==> src/rtl/bcd_to_binary_seq.sv <==
// Sequential reverse double-dabble: three BCD digits (2-bit hundreds) to 8-bit binary.
// Handshake is start/busy/done. ovf flags values above 255 and err flags bad digits.
module bcd_to_binary_seq (
    input  logic       clk,
    input  logic       rst_n,
    input  logic       start,
    input  logic [3:0] ones,
    input  logic [3:0] tens,
    input  logic [1:0] hundreds,
    output logic [7:0] bin,
    output logic       busy,
    output logic       done,
    output logic       ovf,
    output logic       err
);

    typedef enum logic [1:0] {IDLE, SHIFT, DONE} state_t;

    state_t      state_reg;
    state_t      state_next;
    logic [9:0]  bcd_reg;
    logic [7:0]  bin_acc_reg;
    logic [2:0]  cnt_reg;
    logic        err_pend_reg;
    logic        done_reg;
    logic [7:0]  bin_reg;
    logic        ovf_reg;
    logic        err_reg;

    logic        accept;
    logic        digit_bad;
    logic [17:0] shifted;
    logic [9:0]  bcd_corr;

    // The cycle that presents done still counts as busy, so accepting is held
    // off until it has passed.
    assign accept    = (state_reg == IDLE) && !done_reg && start;
    assign digit_bad = (ones > 4'd9) || (tens > 4'd9);

    assign shifted        = {bcd_reg, bin_acc_reg} >> 1;
    assign bcd_corr[9:8]  = shifted[17:16];

    generate
        for (genvar gi = 0; gi < 2; gi++) begin : g_digit_fix
            logic [3:0] digit;
            assign digit = shifted[8 + 4*gi +: 4];
            assign bcd_corr[4*gi +: 4] = (digit >= 4'd8) ? (digit - 4'd3) : digit;
        end
    endgenerate

    always_ff @(posedge clk or negedge rst_n) begin
        if (!rst_n) begin
            state_reg <= IDLE;
        end else begin
            state_reg <= state_next;
        end
    end

    always_comb begin
        state_next = state_reg;
        case (state_reg)
            IDLE: begin
                if (accept) begin
                    state_next = digit_bad ? DONE : SHIFT;
                end
            end
            SHIFT: begin
                if (cnt_reg == 3'd7) begin
                    state_next = DONE;
                end
            end
            DONE:    state_next = IDLE;
            default: state_next = IDLE;
        endcase
    end

    always_ff @(posedge clk or negedge rst_n) begin
        if (!rst_n) begin
            bcd_reg      <= '0;
            bin_acc_reg  <= '0;
            cnt_reg      <= '0;
            err_pend_reg <= 1'b0;
            done_reg     <= 1'b0;
            bin_reg      <= '0;
            ovf_reg      <= 1'b0;
            err_reg      <= 1'b0;
        end else begin
            done_reg <= (state_reg == DONE);
            case (state_reg)
                IDLE: begin
                    if (accept) begin
                        bcd_reg      <= {hundreds, tens, ones};
                        bin_acc_reg  <= '0;
                        cnt_reg      <= '0;
                        ovf_reg      <= 1'b0;
                        err_reg      <= 1'b0;
                        err_pend_reg <= digit_bad;
                    end
                end
                SHIFT: begin
                    bcd_reg     <= bcd_corr;
                    bin_acc_reg <= shifted[7:0];
                    cnt_reg     <= cnt_reg + 3'd1;
                end
                DONE: begin
                    // Any BCD left after eight shifts means the value needed a ninth bit.
                    bin_reg <= bin_acc_reg;
                    ovf_reg <= (bcd_reg != 10'd0) && !err_pend_reg;
                    err_reg <= err_pend_reg;
                end
                default: ;
            endcase
        end
    end

    assign bin  = bin_reg;
    assign ovf  = ovf_reg;
    assign err  = err_reg;
    assign done = done_reg;
    assign busy = (state_reg != IDLE) || done_reg;

endmodule
==> config.mk <==
export PLATFORM = sky130hd
export DESIGN_NAME = bcd_to_binary_seq
export DESIGN_NICKNAME = d
export VERILOG_FILES = /design/src/rtl/bcd_to_binary_seq.sv
export SDC_FILE = /design/constraint.sdc
export NUM_CORES = 1
export LEC_CHECK = 0
export CORE_AREA = 5 5 57 71
export DETAILED_ROUTE_END_ITERATION = 10
export DIE_AREA = 0 0 62 76
export PLACE_DENSITY = 0.83
export REMOVE_ABC_BUFFERS = 1
export SYNTH_ARGS = -nofsm -noshare
export SYNTH_HDL_FRONTEND = slang
export SYNTH_SLANG_ARGS = --single-unit
==> constraint.sdc <==
create_clock -name clk -period 2.05 [get_ports clk]
set_input_delay 0.5125 -clock clk [delete_from_list [all_inputs] [get_ports clk]]
set_output_delay 0.5125 -clock clk [all_outputs]
set_load 0.02 [all_outputs]
Word level (Yosys, flattened, before mapping)
Index checks and enable logic that the tools add are counted.

word-level totals
  flip-flop bits (word level) = 35
  latch bits = 0
  memory bits (writable) = 0
  bits in read-only memories = 0
  output and inout port bits = 12
  word-level logic and storage cells = 52
  memories kept = 0

cells by class
  $add $sub $neg = 3
  $mul = 0
  divide/modulo/power cells = 0
  order comparisons = 4
  equal/unequal tests = 5
  shift-type cells = 0
  muxes and demuxes = 15
  bitwise logic cells = 0
  reduce and logical (&&, ||, !) cells = 16

operators with widths
  operator               count
  $pmux W10 S2           1
  $pmux W8 S2            1
  $mux W10               1
  $reduce_bool A10 Y1    1
  $ge A4 B4 Y1 const B   2
  $gt A4 B4 Y1 const B   2
  $mux W4                2
  $mux W8                1
  $reduce_and A2 Y1      4
  $sub A4 B2 Y4 const B  2
  $mux W2                3
  $pmux W3 S2            1
  $reduce_bool A2 Y1     3
  $ne A2 B2 Y1 const B   2
  $pmux W1 S2            2
  $pmux W2 S2            1
  $add A3 B1 Y3 const B  1
  $eq A3 B3 Y1 const B   1
  $logic_and A1 B1 Y1    3
  $mux W3                1
  $eq A2 B1 Y1 const B   1
  $eq A2 B2 Y1 const B   1
  $logic_not A1 Y1       2
  $logic_not A2 Y1       1
  other kinds (2)        3

Depth between registers and ports, before layout
Gate-level depths: netlist of run 1.

  word-level depth = 5
  mapped depth = 6

Worst setup path before layout of run 1
No wires, ideal clock.

  kind = reg2reg
  start point = reg state_reg[0]
  end point = reg err_pend_reg
  library setup time = 119 ps
  arrival time = 1493 ps
  slack = 439 ps
  stages on the path, launching flop included = 5
  cells stage by stage = dfrtp_1 > buf_6 > or4b_4 > or3_1 > o21a_1

between the ends
  cells in the longest elaborated chain, start to end = 4

ends and longest elaborated chain
  element                           RTL line  text
  start: declaration                19        state_t state_reg;
  start signal: assignment          55        state_reg <= state_next;
  $logic_not A2 Y1 (*)              37, 89
  $logic_and A1 B1 Y1 (2 in a row)  37        assign accept = (state_reg == IDLE) && !done_reg && start;
  $reduce_and A2 Y1 (no line) (*)   n/a
  end signal: assignment            97        err_pend_reg <= digit_bad;
  end: declaration                  24        logic err_pend_reg;

Every way passes the cells marked *; elsewhere a longest branch is shown, timed or not.
A chain may end at the register's enable or synchronous reset.

Worst setup path after layout of run 1
  start point = reg done_reg, in the netlist done
  end point = out done

RTL lines
  element                   RTL line  text
  start: declaration        25        logic done_reg;
  start signal: assignment  88        done_reg <= (state_reg == DONE);
  end: declaration          12        output logic done,

No word-level cell between the ends.

==> qor_table.md, run 1 <==
| Stage | Metric | Value |
|---|---|---|
| setup path | Number of buffer and inverter stages on the critical path | 1 |
| timing | Number of failing hold endpoints at the final stage | 0 |
| routing | Via count | 1,275 |
| clocking | Clock-pin transition on the worst setup and hold timing paths | 0.07 ns |
| timing | Maximum clock frequency | 530 MHz |
| final layout | Post-layout nets | 207 |
| clocking | # clock sinks | 35 |
| pwr | Ratio of total power to cell area | 1620 nW/um^2 |
| setup path | Worst Path Arrival | 1.37 ns |
| flow run | MaxCap Viol Count | 0 |
| floorplanning | Starting utilization of the core area | 49.7% |
| timing | Share of the cycle needed by the critical path after routing | 92.0% |
| yosys | Multiplexer share of the synthesized area | 10.3% |
| yosys | Synth Warn # | 0 |
| routing | Antenna-violating nets left | 0 |
| clocking | Worst skew pair latency | 0.29 ns |
| floorplanning | Core box area | 3360 um^2 |
| clocking | Clock tree from TritonCTS | done |
| timing | Least-Margin Pin Slew | 0.831 ns |
| timing | Fin crit period | 1.89 ns |
| clocking | TritonCTS buffer count | 5 |
| yosys | Simple-gate portion of the synthesized area | 18.1% |
| clocking | Max Buffers Root-to-Sink | 2 |
| floorplanning | Number of core rows | 24 |
| yosys | EDFF count, synth | 0 |
| setup path | Cell type group with the largest total delay on the critical path | buffers and inverters |
| routing | Number of detailed-route iterations in the first pass | 4 |
| timing | Worst slew margin | 44.6% |
| pwr | Static Leakage | 1.03 nW |
| setup path | Crit-path max FO | 5 |
| yosys | Post-synthesis sequential element count | 35 |
| global routing | Total routing usage reported by global routing | 18.6% |
| routing | Violation count after the first detailed-route iteration | 43 |
| setup path | CP cell instances | clkdlybuf4s50_1 |
| timing | Final worst clock skew | 0.00659 ns |
| final layout | Count of fill cells added during filler insertion | 295 |
| global routing | GRT met1 Usage | 21.3% |
| global routing | First-pass GRT wire length | 6420 um |
| global routing | Total global routing overflow | 0 |
| global routing | Global-route met2 utilization | 30.1% |
| routing | Via/cell ratio | 5.59 |
| setup path | Classification of the worst setup path | flop to output port |
| clocking | Cell at the root of the clock tree | sky130_fd_sc_hd__clkbuf_8 |
| floorplanning | DIE AREA | 4710 um^2 |
| floorplanning | Ports placed on the boundary | 25 |
| worst hold path | Tightest Hold Check Type | flop to flop |
| yosys | Post-synthesis adder-cell area fraction | 4.49% |
| floorplanning | Die Span X | 62 um |
| setup path | Startpoint type of the worst setup path | flop |
| final layout | N_diodes | 0 |
| routing | Drc violations | 0 |
| yosys | Xor and xnor fraction of the mapped netlist area | 2.09% |
| timing | Final Max Tran Viols | 0 |
| yosys | Library cells used by synthesis | 30 |
| yosys | Post-synthesis cell count | 158 |
| yosys | Flip-flop cell with the highest count after synthesis | sky130_fd_sc_hd__dfrtp_1 |
| yosys | Post-synthesis compound-gate area fraction | 9.12% |
| global routing | Initial antenna violation count | 0 |
| final layout | Max reg flops | 10 |
| yosys | Netlist Area Pre-Place | 1670 um^2 |
| timing | Setup violations, final | 0 |
| timing | WHS | 0.490 ns |
| setup path | Worst-path cell with the longest stage delay | sky130_fd_sc_hd__clkdlybuf4s50_1 |
| outcome | Status | completed |
| global routing | Largest net degree at the start of global routing | 36 |
| setup path | WP data required | 1.54 ns |
| final layout | Area taken by flip-flops and latches | 876 um^2 |
| final layout | Share of the core filled with cells | 62.6% |
| placement | Placer's final routability congestion estimate | 0.873 |
| placement | DPL Wire Length | 2540 um |
| global routing | Via count of the first global-routing pass | 1,391 |
| setup path | Category of the worst setup path capture point | output port |
| yosys | Main combinational cell family by area after synthesis | simple AND/OR/NAND/NOR gates |
| yosys | Synthesized area divided by synthesized cell count | 10.6 um^2 |
| final layout | Multi-input gate area | 738 um^2 |
| setup path | Largest stage delay on the critical path | 0.64 ns |
| global routing | Busiest layer in global routing | met2 |
| final layout | Area delta synth->final | 25.9% |
| clocking | Post-CTS Setup Repair Bufs | 0 |
| yosys | Share of flip-flops with an asynchronous set or reset | 100% |
| floorplanning | Die span in y | 76 um |
| placement | PortBufs | 24 |
| timing | RSZ-0062 raised after global routing | false |
| pwr | Maximum resistive drop on vdd | 1.06 mV |
| global routing | M3 GR Usage | 5.59% |
| final layout | Fraction of layout instances using a drive strength above 1 | 14.8% |
| routing | Total wirelength of the detailed-routed design | 3660 um |
| routing | Routed wire length per instance | 16.1 um |
| yosys | Fraction of the yosys area taken by sequential cells | 52.4% |
| clocking | Count of H-tree levels built during CTS | 2 |
metal layers:
layer	share of wire [%]	up-vias
met4	2.4	0
met3	3.8	8
met2	54	28
met1	40	635
met5	0	-
li1	-	604
what timing repair did:
action / CTS / global route
hold buffers: 0 / 0
gates resized for setup: 1 / 0
endpoints found under the hold margin: 0 / 0
setup endpoints to repair: 1 / 0
layout by cell type, fill, tap and decap left out, types with 2 or more instances in the layout:
cell	count
sky130_fd_sc_hd__o21ai_0	5
sky130_fd_sc_hd__mux2i_1	6
sky130_fd_sc_hd__a21oi_1	4
sky130_fd_sc_hd__clkbuf_8	5
sky130_fd_sc_hd__o21a_1	3
sky130_fd_sc_hd__inv_1	5
sky130_fd_sc_hd__xnor2_1	2
sky130_fd_sc_hd__or3_1	2
sky130_fd_sc_hd__o31ai_1	2
sky130_fd_sc_hd__xor2_1	2
sky130_fd_sc_hd__nor2_1	5
sky130_fd_sc_hd__nand2b_1	2
sky130_fd_sc_hd__nor4_1	2
sky130_fd_sc_hd__mux2_2	10
sky130_fd_sc_hd__dfrtp_1	35
sky130_fd_sc_hd__nand2_1	28
sky130_fd_sc_hd__nor2b_1	3
sky130_fd_sc_hd__nand3_1	17
sky130_fd_sc_hd__bufinv_16	2
sky130_fd_sc_hd__o211a_1	2
sky130_fd_sc_hd__clkdlybuf4s50_1	23
sky130_fd_sc_hd__buf_4	7
sky130_fd_sc_hd__o22a_1	2
sky130_fd_sc_hd__ha_1	6
Yosys cell counts (all sizes together) (3+ instances only):
library cell / instances / share of area [%]
nor2: 5 / 1.1
o21ai: 5 / 1.5
mux2: 10 / 6.7
a21oi: 4 / 1.2
mux2i: 6 / 3.6
nor2b: 3 / 1.1
ha: 6 / 4.5
clkbuf: 5 / 1.1
buf: 3 / 1.3
inv: 5 / 1.1
dfrtp: 35 / 52
nand3: 17 / 5.1
nand2: 28 / 6.3
o21a: 3 / 1.3
worst paths after layout:
check | start | end | slack, ns | cells past startpoint
min reg2reg | bin_acc_reg[5]$_DFFE_PN0P_ | bin_acc_reg[4]$_DFFE_PN0P_ | 0.49 | 2
max | done$_DFF_PN0_ | done | 0.16 | 1
min in group asynchronous | rst_n | state_reg[1]$_DFFE_PN0P_ | 0.62 | 2
max in group asynchronous | rst_n | bin_acc_reg[7]$_DFFE_PN0P_ | 1.11 | 2
min | bin_acc_reg[5]$_DFFE_PN0P_ | bin_acc_reg[4]$_DFFE_PN0P_ | 0.49 | 2
max reg2reg | state_reg[0]$_DFFE_PN0P_ | bcd_reg[6]$_DFFE_PN0P_ | 0.29 | 5
through the flow:
step	setup WS (ns)	cells	total power [mW]	setup TNS, ns	cell area, um^2
final	0.164	228	3.41	0	2110
after global routing	0.108	228	3.65	0	2110
after CTS	0.159	228	3.44	0	2110
after detailed placement	-0.0530	220	2.68	-0.166	1970
after global placement	-0.00836	220	2.58	-0.00836	1970
after floorplan	0.0938	150	2.12	0	1630
report_power, final:
group / switching (mW) / leakage (nW) / internal, mW / total (mW)
clock: 0.250 / 0.0654 / 0.486 / 0.736
combinational: 0.749 / 0.513 / 0.668 / 1.42
sequential: 0.266 / 0.454 / 0.987 / 1.25
final cells by class:
type	count	area share (%)
Sequential cell	35	41.6
Multi-Input combinational cell	110	35.1
Timing Repair Buffer	31	13.8
Clock buffer	6	3.45
Clock inverter	2	2.85
Tap cell	39	2.32
Inverter	5	0.891
logic make-up after synthesis:
group | count (synthesis)
simple gates | 62
flops | 35
compound gates | 22
mux | 16
buf+inv | 13
fa+ha+maj | 6
xor+xnor | 4
Note: power is estimated with default switching activity, not from simulation.
==> run 2, diff against run 1 <==
Settings changed: CORE_AREA 5 5 57 71 to 5 5 58 73, CTS_BUF_LIST from default to sky130_fd_sc_hd__clkbuf_2 sky130_fd_sc_hd__clkbuf_4 sky130_fd_sc_hd__clkbuf_8, DIE_AREA 0 0 62 76 to 0 0 63 78.
Clock period 2.05 ns to 1.7 ns, I/O delays scaled along.
==> run 2 against run 1 <==
Compared with the run above: hold slack gained 0.0050 ns; setup slack lost 0.15 ns; wire length shrank 2.6%; die area grew 4.3%; critical path depth grew 5; final cell count grew 2.6%; register-to-register slack lost 0.27 ns; non-clock buffer count grew 7; sequential power grew 21%; clock skew shrank 0.0028 ns.
==> qor_table.md, run 2 (same netlist as run 1, synthesis figures left out) <==
| Stage | Metric | Value | vs previous |
|---|---|---|---|
| floorplanning | Ports placed on the boundary | 25 | unchanged |
| clocking | Count of H-tree levels built during CTS | 2 | unchanged |
| flow run | MaxCap Viol Count | 0 | unchanged |
| clocking | Clock-pin transition on the worst setup and hold timing paths | 0.07 ns | about the same |
| timing | Setup violations, final | 0 | unchanged |
| worst hold path | Tightest Hold Check Type | flop to flop | unchanged |
| setup path | Startpoint type of the worst setup path | flop | unchanged |
| final layout | Finished Cell Area | 2190 um^2 | was 2110 um^2 |
| global routing | Initial antenna violation count | 0 | unchanged |
| worst hold path | Hold Path Cell Cnt | 2 | unchanged |
| routing | Routed wire length per instance | 15.2 um | was 16.1 um |
| worst hold path | Endpoint of the worst hold path | bin_acc_reg[6]$_DFFE_PN0P_ | was bin_acc_reg[4]$_DFFE_PN0P_ |
| final layout | Count of fill cells added during filler insertion | 275 | was 295 |
| setup path | Worst reg2reg setup slack | 0.02 ns | was 0.29 ns |
| setup path | WP data required | 1.87 ns | was 1.54 ns |
| pwr | Ratio of total power to cell area | 1870 nW/um^2 | was 1620 nW/um^2 |
| final layout | Most used cells in the layout excluding fill and tap cells | sky130_fd_sc_hd__dfrtp_1, sky130_fd_sc_hd__nand2_1, sky130_fd_sc_hd__nand3_1 | was sky130_fd_sc_hd__dfrtp_1, sky130_fd_sc_hd__nand2_1, sky130_fd_sc_hd__clkdlybuf4s50_1 |
| worst hold path | Hold_sp | bin_acc_reg[7]$_DFFE_PN0P_ | was bin_acc_reg[5]$_DFFE_PN0P_ |
| routing | Antenna-violating nets left | 0 | unchanged |
| final layout | Share of the core filled with cells | 63.5% | was 62.6% |
| routing | Via count | 1,306 | was 1,275 |
| setup path | Category of the worst setup path capture point | flop | was output port |
| placement | Placer's final routability congestion estimate | 0.898 | was 0.873 |
| timing | Number of failing hold endpoints at the final stage | 0 | unchanged |
| routing | Total wirelength of the detailed-routed design | 3570 um | was 3660 um |
| placement | Cell Area, Placed | 2010 um^2 | was 1970 um^2 |
| floorplanning | Die span in y | 78 um | was 76 um |
| timing | RSZ-0062 raised after global routing | true | was false |
| routing | Drc violations | 0 | unchanged |
| timing | Least-Margin Pin Slew | 0.525 ns | was 0.831 ns |
| global routing | Via count of the first global-routing pass | 1,312 | was 1,391 |
| floorplanning | Die Span X | 63 um | was 62 um |
| routing | Violation count after the first detailed-route iteration | 27 | was 43 |
| timing | WHS | 0.495 ns | was 0.490 ns |
| pwr | Maximum resistive drop on vdd | 1.17 mV | was 1.06 mV |
| timing | Worst slew margin | 65.0% | was 44.6% |
| global routing | Total routing usage reported by global routing | 15.2% | was 18.6% |
| clocking | # clock sinks | 35 | unchanged |
| clocking | Max Buffers Root-to-Sink | 2 | unchanged |
| final layout | Leading cell type in the layout, fill and taps excluded | sky130_fd_sc_hd__dfrtp_1 | unchanged |
| setup path | Cells on worst reg2reg path | 6 | was 5 |
| setup path | Classification of the worst setup path | flop to flop | was flop to output port |
| pwr | Total Power Consumption | 4.10 mW | was 3.41 mW |
| routing | Number of detailed-route iterations in the first pass | 5 | was 4 |
| final layout | Max reg flops | 10 | unchanged |
| setup path | Worst Path Arrival | 1.86 ns | was 1.37 ns |
| timing | Share of the cycle needed by the critical path after routing | 99.0% |  |
| clocking | TritonCTS buffer count | 5 | unchanged |
| clocking | Number of hold buffers added after cts | 0 | unchanged |
| timing | Final Max Tran Viols | 0 | unchanged |
| global routing | First-pass GRT wire length | 6000 um | was 6420 um |
| placement | DPL Wire Length | 2530 um | was 2540 um |
| final layout | N_diodes | 0 | unchanged |
| timing | Sum of negative setup slack | 0 ns | unchanged |
| pwr | Static Leakage | 1.16 nW | was 1.03 nW |
| clocking | Cell at the root of the clock tree | sky130_fd_sc_hd__clkbuf_8 | unchanged |
| setup path | Reg2reg start | state_reg[0]$_DFFE_PN0P_ | unchanged |
| clocking | Worst skew pair latency | 0.29 ns | about the same |
| timing | Maximum clock frequency | 594 MHz |  |
| floorplanning | Number of core rows | 24 | unchanged |
| placement | PortBufs | 24 | unchanged |
| routing | Via/cell ratio | 5.58 | was 5.59 |
| clocking | Clock tree from TritonCTS | done | unchanged |
| global routing | Total global routing overflow | 0 | unchanged |
| floorplanning | Starting utilization of the core area | 48.4% | was 49.7% |
| global routing | Largest net degree at the start of global routing | 36 | unchanged |
| final layout | Area delta synth->final | 31.1% | was 25.9% |
| timing | Fin crit period | 1.68 ns |  |
| floorplanning | Core box area | 3450 um^2 | was 3360 um^2 |
| timing | Final worst clock skew | 0.00382 ns | was 0.00659 ns |
| final layout | Post-layout nets | 214 | was 207 |
| setup path | Crit-path max FO | 10 | was 5 |
| setup path | Capturing point of the worst reg2reg path | bin_acc_reg[0]$_DFFE_PN0P_ | was bcd_reg[6]$_DFFE_PN0P_ |
| outcome | Status | completed | unchanged |
| floorplanning | DIE AREA | 4910 um^2 | was 4710 um^2 |
| final layout | Fraction of layout instances using a drive strength above 1 | 19.5% | was 14.8% |
==> run 2: worst max-delay path by stage <==
stage	from	end	cells after the start
floorplan	state_reg[0]$_DFFE_PN0P_	bcd_reg[3]$_DFFE_PN0P_	3
global placement	start	err_pend_reg$_DFFE_PN0P_	4
detailed placement	start	err_pend_reg$_DFFE_PN0P_	4
CTS	state_reg[0]$_DFFE_PN0P_	err_pend_reg$_DFFE_PN0P_	4
global route	state_reg[0]$_DFFE_PN0P_	bcd_reg[2]$_DFFE_PN0P_	5
finish	state_reg[0]$_DFFE_PN0P_	bin_acc_reg[0]$_DFFE_PN0P_	6
==> run 2: timing repair <==
item                       CTS  global route
pin swaps                    0             2
gates resized for setup      9             8
setup buffers                0             3
setup endpoints to repair    5             8
cloned                       0             1
==> run 2: area by class of cell <==
class	instances	area, um^2	share of cell area, %
clock buffer	6	76.3	3.48
timing repair buffer	38	397	18.1
clock inverter	1	30.0	1.37
tap	39	48.8	2.22
inverter	5	18.8	0.856
multi-input combinational	110	747	34.1
sequential	35	876	39.9
==> run 2: critical path, stage by stage (launching register included) <==
cell and delay (ns):
sky130_fd_sc_hd__dfrtp_1 0.39, sky130_fd_sc_hd__buf_6 0.14, sky130_fd_sc_hd__or4b_4 0.57, sky130_fd_sc_hd__buf_4 0.17, sky130_fd_sc_hd__clkbuf_16 0.15, sky130_fd_sc_hd__nand3_1 0.08
sky130_fd_sc_hd__nand2_1 0.06
==> run 2: metrics by stage <==
step / cells / worst slack [ns]
after CTS: 230 / 0.00432
after floorplan: 150 / -0.256
after detailed placement: 223 / -0.329
after global routing: 234 / -0.0490
final: 234 / 0.0169
after global placement: 223 / -0.270
==> run 2: layer usage <==
metal | part of all wire, % | global-route usage (%) | vias to the layer above
met1 | 40 | 18.0 | 632
met3 | 6.2 | 4.91 | 7
met4 | 1.2 | 4.46 | 0
met2 | 52 | 26.1 | 46
li1 | - | - | 621
met5 | 0 | 0 | -
==> run 2: power by group <==
| part | switching (mW) | leakage (nW) | internal (mW) | total, mW |
|---|---|---|---|---|
| registers | 0.315 | 0.454 | 1.19 | 1.51 |
| clock network | 0.279 | 0.0547 | 0.445 | 0.724 |
| logic | 0.927 | 0.654 | 0.942 | 1.87 |
| total | 1.52 | 1.16 | 2.58 | 4.10 |
==> RTL change 1 (config.mk and constraints of run 1) <==
Put one more register stage on the output `err`, without a reset. The value now appears one clock later. The other outputs are not delayed to match.
--- a/src/rtl/bcd_to_binary_seq.sv
+++ b/src/rtl/bcd_to_binary_seq.sv
@@ -117,3 +117,5 @@
     assign ovf  = ovf_reg;
-    assign err  = err_reg;
+    always_ff @(posedge clk) begin
+        err <= err_reg;
+    end
     assign done = done_reg;
Behaviour: not the same (Yosys sat finds a counterexample within 4 cycles, from zero or initial values and one cycle with rst_n low).
==> RTL change 1 against run 1 <==
Synthesized area grew 1.2%; register-to-register slack improved by 30 ps; setup slack worse by 21 ps; power is 6.9% lower; sequential cell count grew 1; first-iteration DRC count increased by 37%; cell area fell by 1.2%; routed wire length is 8.7% lower; critical path depth is 1 higher; critical path type unchanged; largest cell class unchanged.
==> RTL change 1: results <==
metrics = {
    "global_routing": {
        "grt_util_met1": 0.205,
        "grt_pass1_vias": 1239,
        "grt_pass1_wl_um": 5600,
        "gr-usage-met2": 0.238,
    },
    "layout": {
        "nClkBuffers": 5,
        "nets": 208,
        "area_share_nonclk_buffers": 0.140,
        "regArea_um2": 896,
        "fin_area_mm2": 0.00208,
        "n_fill_cell": 272,
        "clock_area_frac": 0.0421,
    },
    "hold_path": {
        "min_from": "err_reg$_DFFE_PN0P_",
        "min_to": "err$_DFF_P_",
        "worstHoldPathCells": 0,
    },
    "yosys": {
        "ys_ff_latch": 36,
        "yosysSeqAreaShare": 0.529,
        "synthTopCellsByArea": "dfrtp_1 (52%), mux2_2 (6.7%), nand2_1 (6.2%)",
    },
    "placement": {
        "dp_cells": 221,
        "post_dp_cell_area_mm2": 0.00199,
        "gp_congestion": 0.813,
        "pre_cts_slack_ps": -71.8,
        "dp_hpwl_um": 2370,
    },
    "sta": {
        "fin_hold_ws_ps": 379,
        "fin_worst_skew_ps": 7.64,
    },
    "detailed_routing": {
        "drt-initial-drc-count": 59,
        "vias_per_cell": 5.51,
        "via_count": 1261,
        "drt_wl_total_um": 3340,
    },
    "critical_path": {
        "reg2reg_to": "bcd_reg[2]$_DFFE_PN0P_",
    },
    "outcome": {
        "status": "completed",
    },
    "pwr": {
        "irDropWorstVdd_mv": 0.929,
        "leakagePower_nw": 1.02,
    },
}
==> RTL change 1: report_power, final <==
part	leakage [nW]	total (mW)	switching [mW]	internal (mW)
registers	0.462	1.27	0.257	1.01
logic	0.513	1.40	0.733	0.672
clock network	0.0479	0.496	0.259	0.237
total	1.02	3.17	1.25	1.92
==> RTL change 1: layer usage <==
| layer | up-vias | share of wire |
|---|---|---|
| li1 | 611 | - |
| met1 | 609 | 0.44 |
| met2 | 35 | 0.49 |
| met3 | 6 | 0.058 |
| met4 | 0 | 0.017 |
| met5 | - | 0 |
==> RTL change 1: worst max-delay path by stage <==
stage / from / endpoint / slack [ps] / depth (start not counted)
after floorplan: state_reg[0]$_DFFE_PN0P_ / bcd_reg[3]$_DFFE_PN0P_ / 90 / 3
final: done$_DFF_PN0_ / busy / 140 / 2
after CTS: done$_DFF_PN0_ / busy / 120 / 2
after detailed placement: start / err_pend_reg$_DFFE_PN0P_ / -70 / 4
after global routing: done$_DFF_PN0_ / busy / 90 / 2
after global placement: start / err_pend_reg$_DFFE_PN0P_ / -30 / 4
==> RTL change 1: logic make-up (layout without fill, tap and decap cells) <==
logic type	Yosys count	after routing	synth area share
AOI/OAI and AO/OA	22	22	0.0902
xor gates and xnor gates	4	4	0.0207
adders and majority gates	6	6	0.0443
buffers and inverters	13	44	0.0347
DFF	36	36	0.529
muxes	16	16	0.102
and+or+nand+nor	62	62	0.179
==> RTL change 1: critical path, cell delays in order (launching register included) <==
cell           delay, ps
dfrtp_1              440
or3_1                340
dlygate4sd2_1        340
==> RTL change 1: what timing repair did <==
action,CTS,global route
setup buffers,0,0
endpoints found under the setup margin,1,0
resized for setup,1,0
endpoints found under the hold margin,0,0
==> RTL change 2 (flow settings as in run 1) <==
Made on the original files. Make the reset (`rst_n`) synchronous in 2 clocked blocks.
--- a/src/rtl/bcd_to_binary_seq.sv
+++ b/src/rtl/bcd_to_binary_seq.sv
@@ -50,3 +50,3 @@
 
-    always_ff @(posedge clk or negedge rst_n) begin
+    always_ff @(posedge clk) begin
         if (!rst_n) begin
@@ -76,3 +76,3 @@
 
-    always_ff @(posedge clk or negedge rst_n) begin
+    always_ff @(posedge clk) begin
         if (!rst_n) begin
Behaviour: differs if rst_n is asserted again (counterexample within 4 cycles, from zero or initial values and one cycle with rst_n low); with rst_n held inactive, the same outputs for 10 cycles.
==> RTL change 2 against run 1 <==
Cell area shrank 3.7%; routed wire length down 6.5%; non-clock buffer count down 2; sequential cell count stayed put; synthesized area fell by 3.0%; fmax decreased by 1.7%; setup slack worse by 32 ps.
Power is not compared: it rests on default switching activity, and its combinational part moved more than twofold at a synthesized area within 25%.
==> RTL change 2: results <==
metrics = {
    "placement": {
        "dp_hpwl_um": 2300,
        "pre_cts_slack_ps": 13.7,
        "place.port_buffers": 24,
        "gp_congestion": 0.780,
    },
    "global_routing": {
        "grt_pass1_vias": 1352,
        "grt_pass1_wl_um": 6060,
        "grt_util_all_layers": 0.164,
    },
    "sta": {
        "fin_worst_skew_ps": 4.98,
        "max_freq_mhz": 521,
        "worst_slew_pin_slew_ps": 696,
    },
    "yosys": {
        "synth_compound_area_frac": 0.217,
        "synthArstFlopShare": 0,
        "synthTopCellsByArea": "dfxtp_1 (43%), nand2_1 (8.8%), a22oi_1 (4.6%)",
        "synth_cell_types": 34,
        "yosysSeqAreaShare": 0.432,
        "synth_fa_ha_area_frac": 0.0463,
        "synth_xor_area_frac": 0.0216,
        "synthTopCellsByCount": "nand2_1 (38), dfxtp_1 (35), o21ai_0 (13), nor2b_1 (12), a22oi_1 (10)",
        "synthMuxAreaShare": 0,
    },
    "layout": {
        "multi_input_area_share": 0.408,
        "n_fill_cell": 308,
        "nets": 228,
        "buffers_excl_clock": 29,
        "clock_area_frac": 0.0672,
        "nClkBuffers": 5,
        "diodes": 0,
        "area_share_nonclk_buffers": 0.143,
        "drive_gt1_frac": 0.0952,
        "seq_share": 0.345,
        "multi_input_gates": 131,
        "n_all_inverters": 7,
    },
    "critical_path": {
        "cp_slowest_stage_delay_ps": 420,
        "cp_top_family": "simple AND/OR/NAND/NOR gates",
        "crit_path_start": "done$_SDFF_PN0_",
        "reg2reg_from": "state_reg[0]$_SDFFE_PN0P_",
        "cp_max_fo": 5,
        "crit_arrival_ps": 1410,
        "crit_slowest_cell": "or3_2",
    },
    "detailed_routing": {
        "first_pass_iters": 5,
        "drt-initial-drc-count": 59,
        "via_count": 1339,
        "drt_wl_total_um": 3420,
    },
    "pwr": {
        "powerComb_uw": 242,
        "powerClk_uw": 751,
        "leakagePower_nw": 0.785,
    },
    "outcome": {
        "status": "completed",
    },
    "hold_path": {
        "min_from": "bin[1]$_SDFFE_PN0P_",
    },
}
==> RTL change 2: changes by cell type in the layout (fill, tap and decap cells not counted), sizes merged, moves of 5 or more <==
cell	change
dfxtp	+35
nand3	-14
nand2	+11
mux2	-10
nor2b	+9
a21boi	+9
dfrtp	-35
a22oi	+10
mux2i	-6
a31oi	+5
o21ai	+8
==> RTL change 2: repair_timing <==
item | in CTS | in global routing
endpoints found under the hold margin | 0 | 0
resized for setup | 1 | 0
endpoints found under the setup margin | 1 | 0
==> RTL change 2: metrics by stage <==
stage | power [mW] | cell area [um2] | cells
6_report | 1.74 | 2030 | 249
5_1_grt | 1.81 | 2030 | 249
4_1_cts | 1.74 | 2030 | 249
3_5_place_dp | 1.01 | 1890 | 241
3_3_place_gp | 1.00 | 1890 | 241
2_1_floorplan | 0.909 | 1550 | 173
==> RTL change 2: path summary, 6_finish.rpt <==
path                                           endpoint  slack (ps)  cells past startpoint
worst max-delay path                               busy         130                      2
worst min-delay path                bin[1]$_SDFFE_PN0P_         470                      2
worst max register to register  bcd_reg[8]$_SDFFE_PN0P_         480                      5
worst min register to register      bin[1]$_SDFFE_PN0P_         470                      2
==> RTL change 2: routing by layer <==
layer	routed length, um	part of all wire	global-route usage	vias to the layer above
met5	0	0	0	-
met4	38	0.011	0.0510	0
met3	151	0.044	0.0356	4
met2	1730	0.50	0.263	24
met1	1510	0.44	0.213	630
li1	-	-	-	681
==> RTL change 2: cell families (layout without fill, tap and decap cells) <==
group	Yosys count	count (layout)
AO/OA/AOI/OAI	53	53
XOR/XNOR	4	4
adder cells (fa/ha/maj)	6	6
buffers and inverters	18	44
flip-flops	35	35
AND/OR/NAND/NOR	68	68
==> RTL change 2: worst min-delay path: cells and delay by family, from the launching register on <==
family          cells  cell delay, ps
flops               1             310
simple gates        1              40
compound gates      1              70
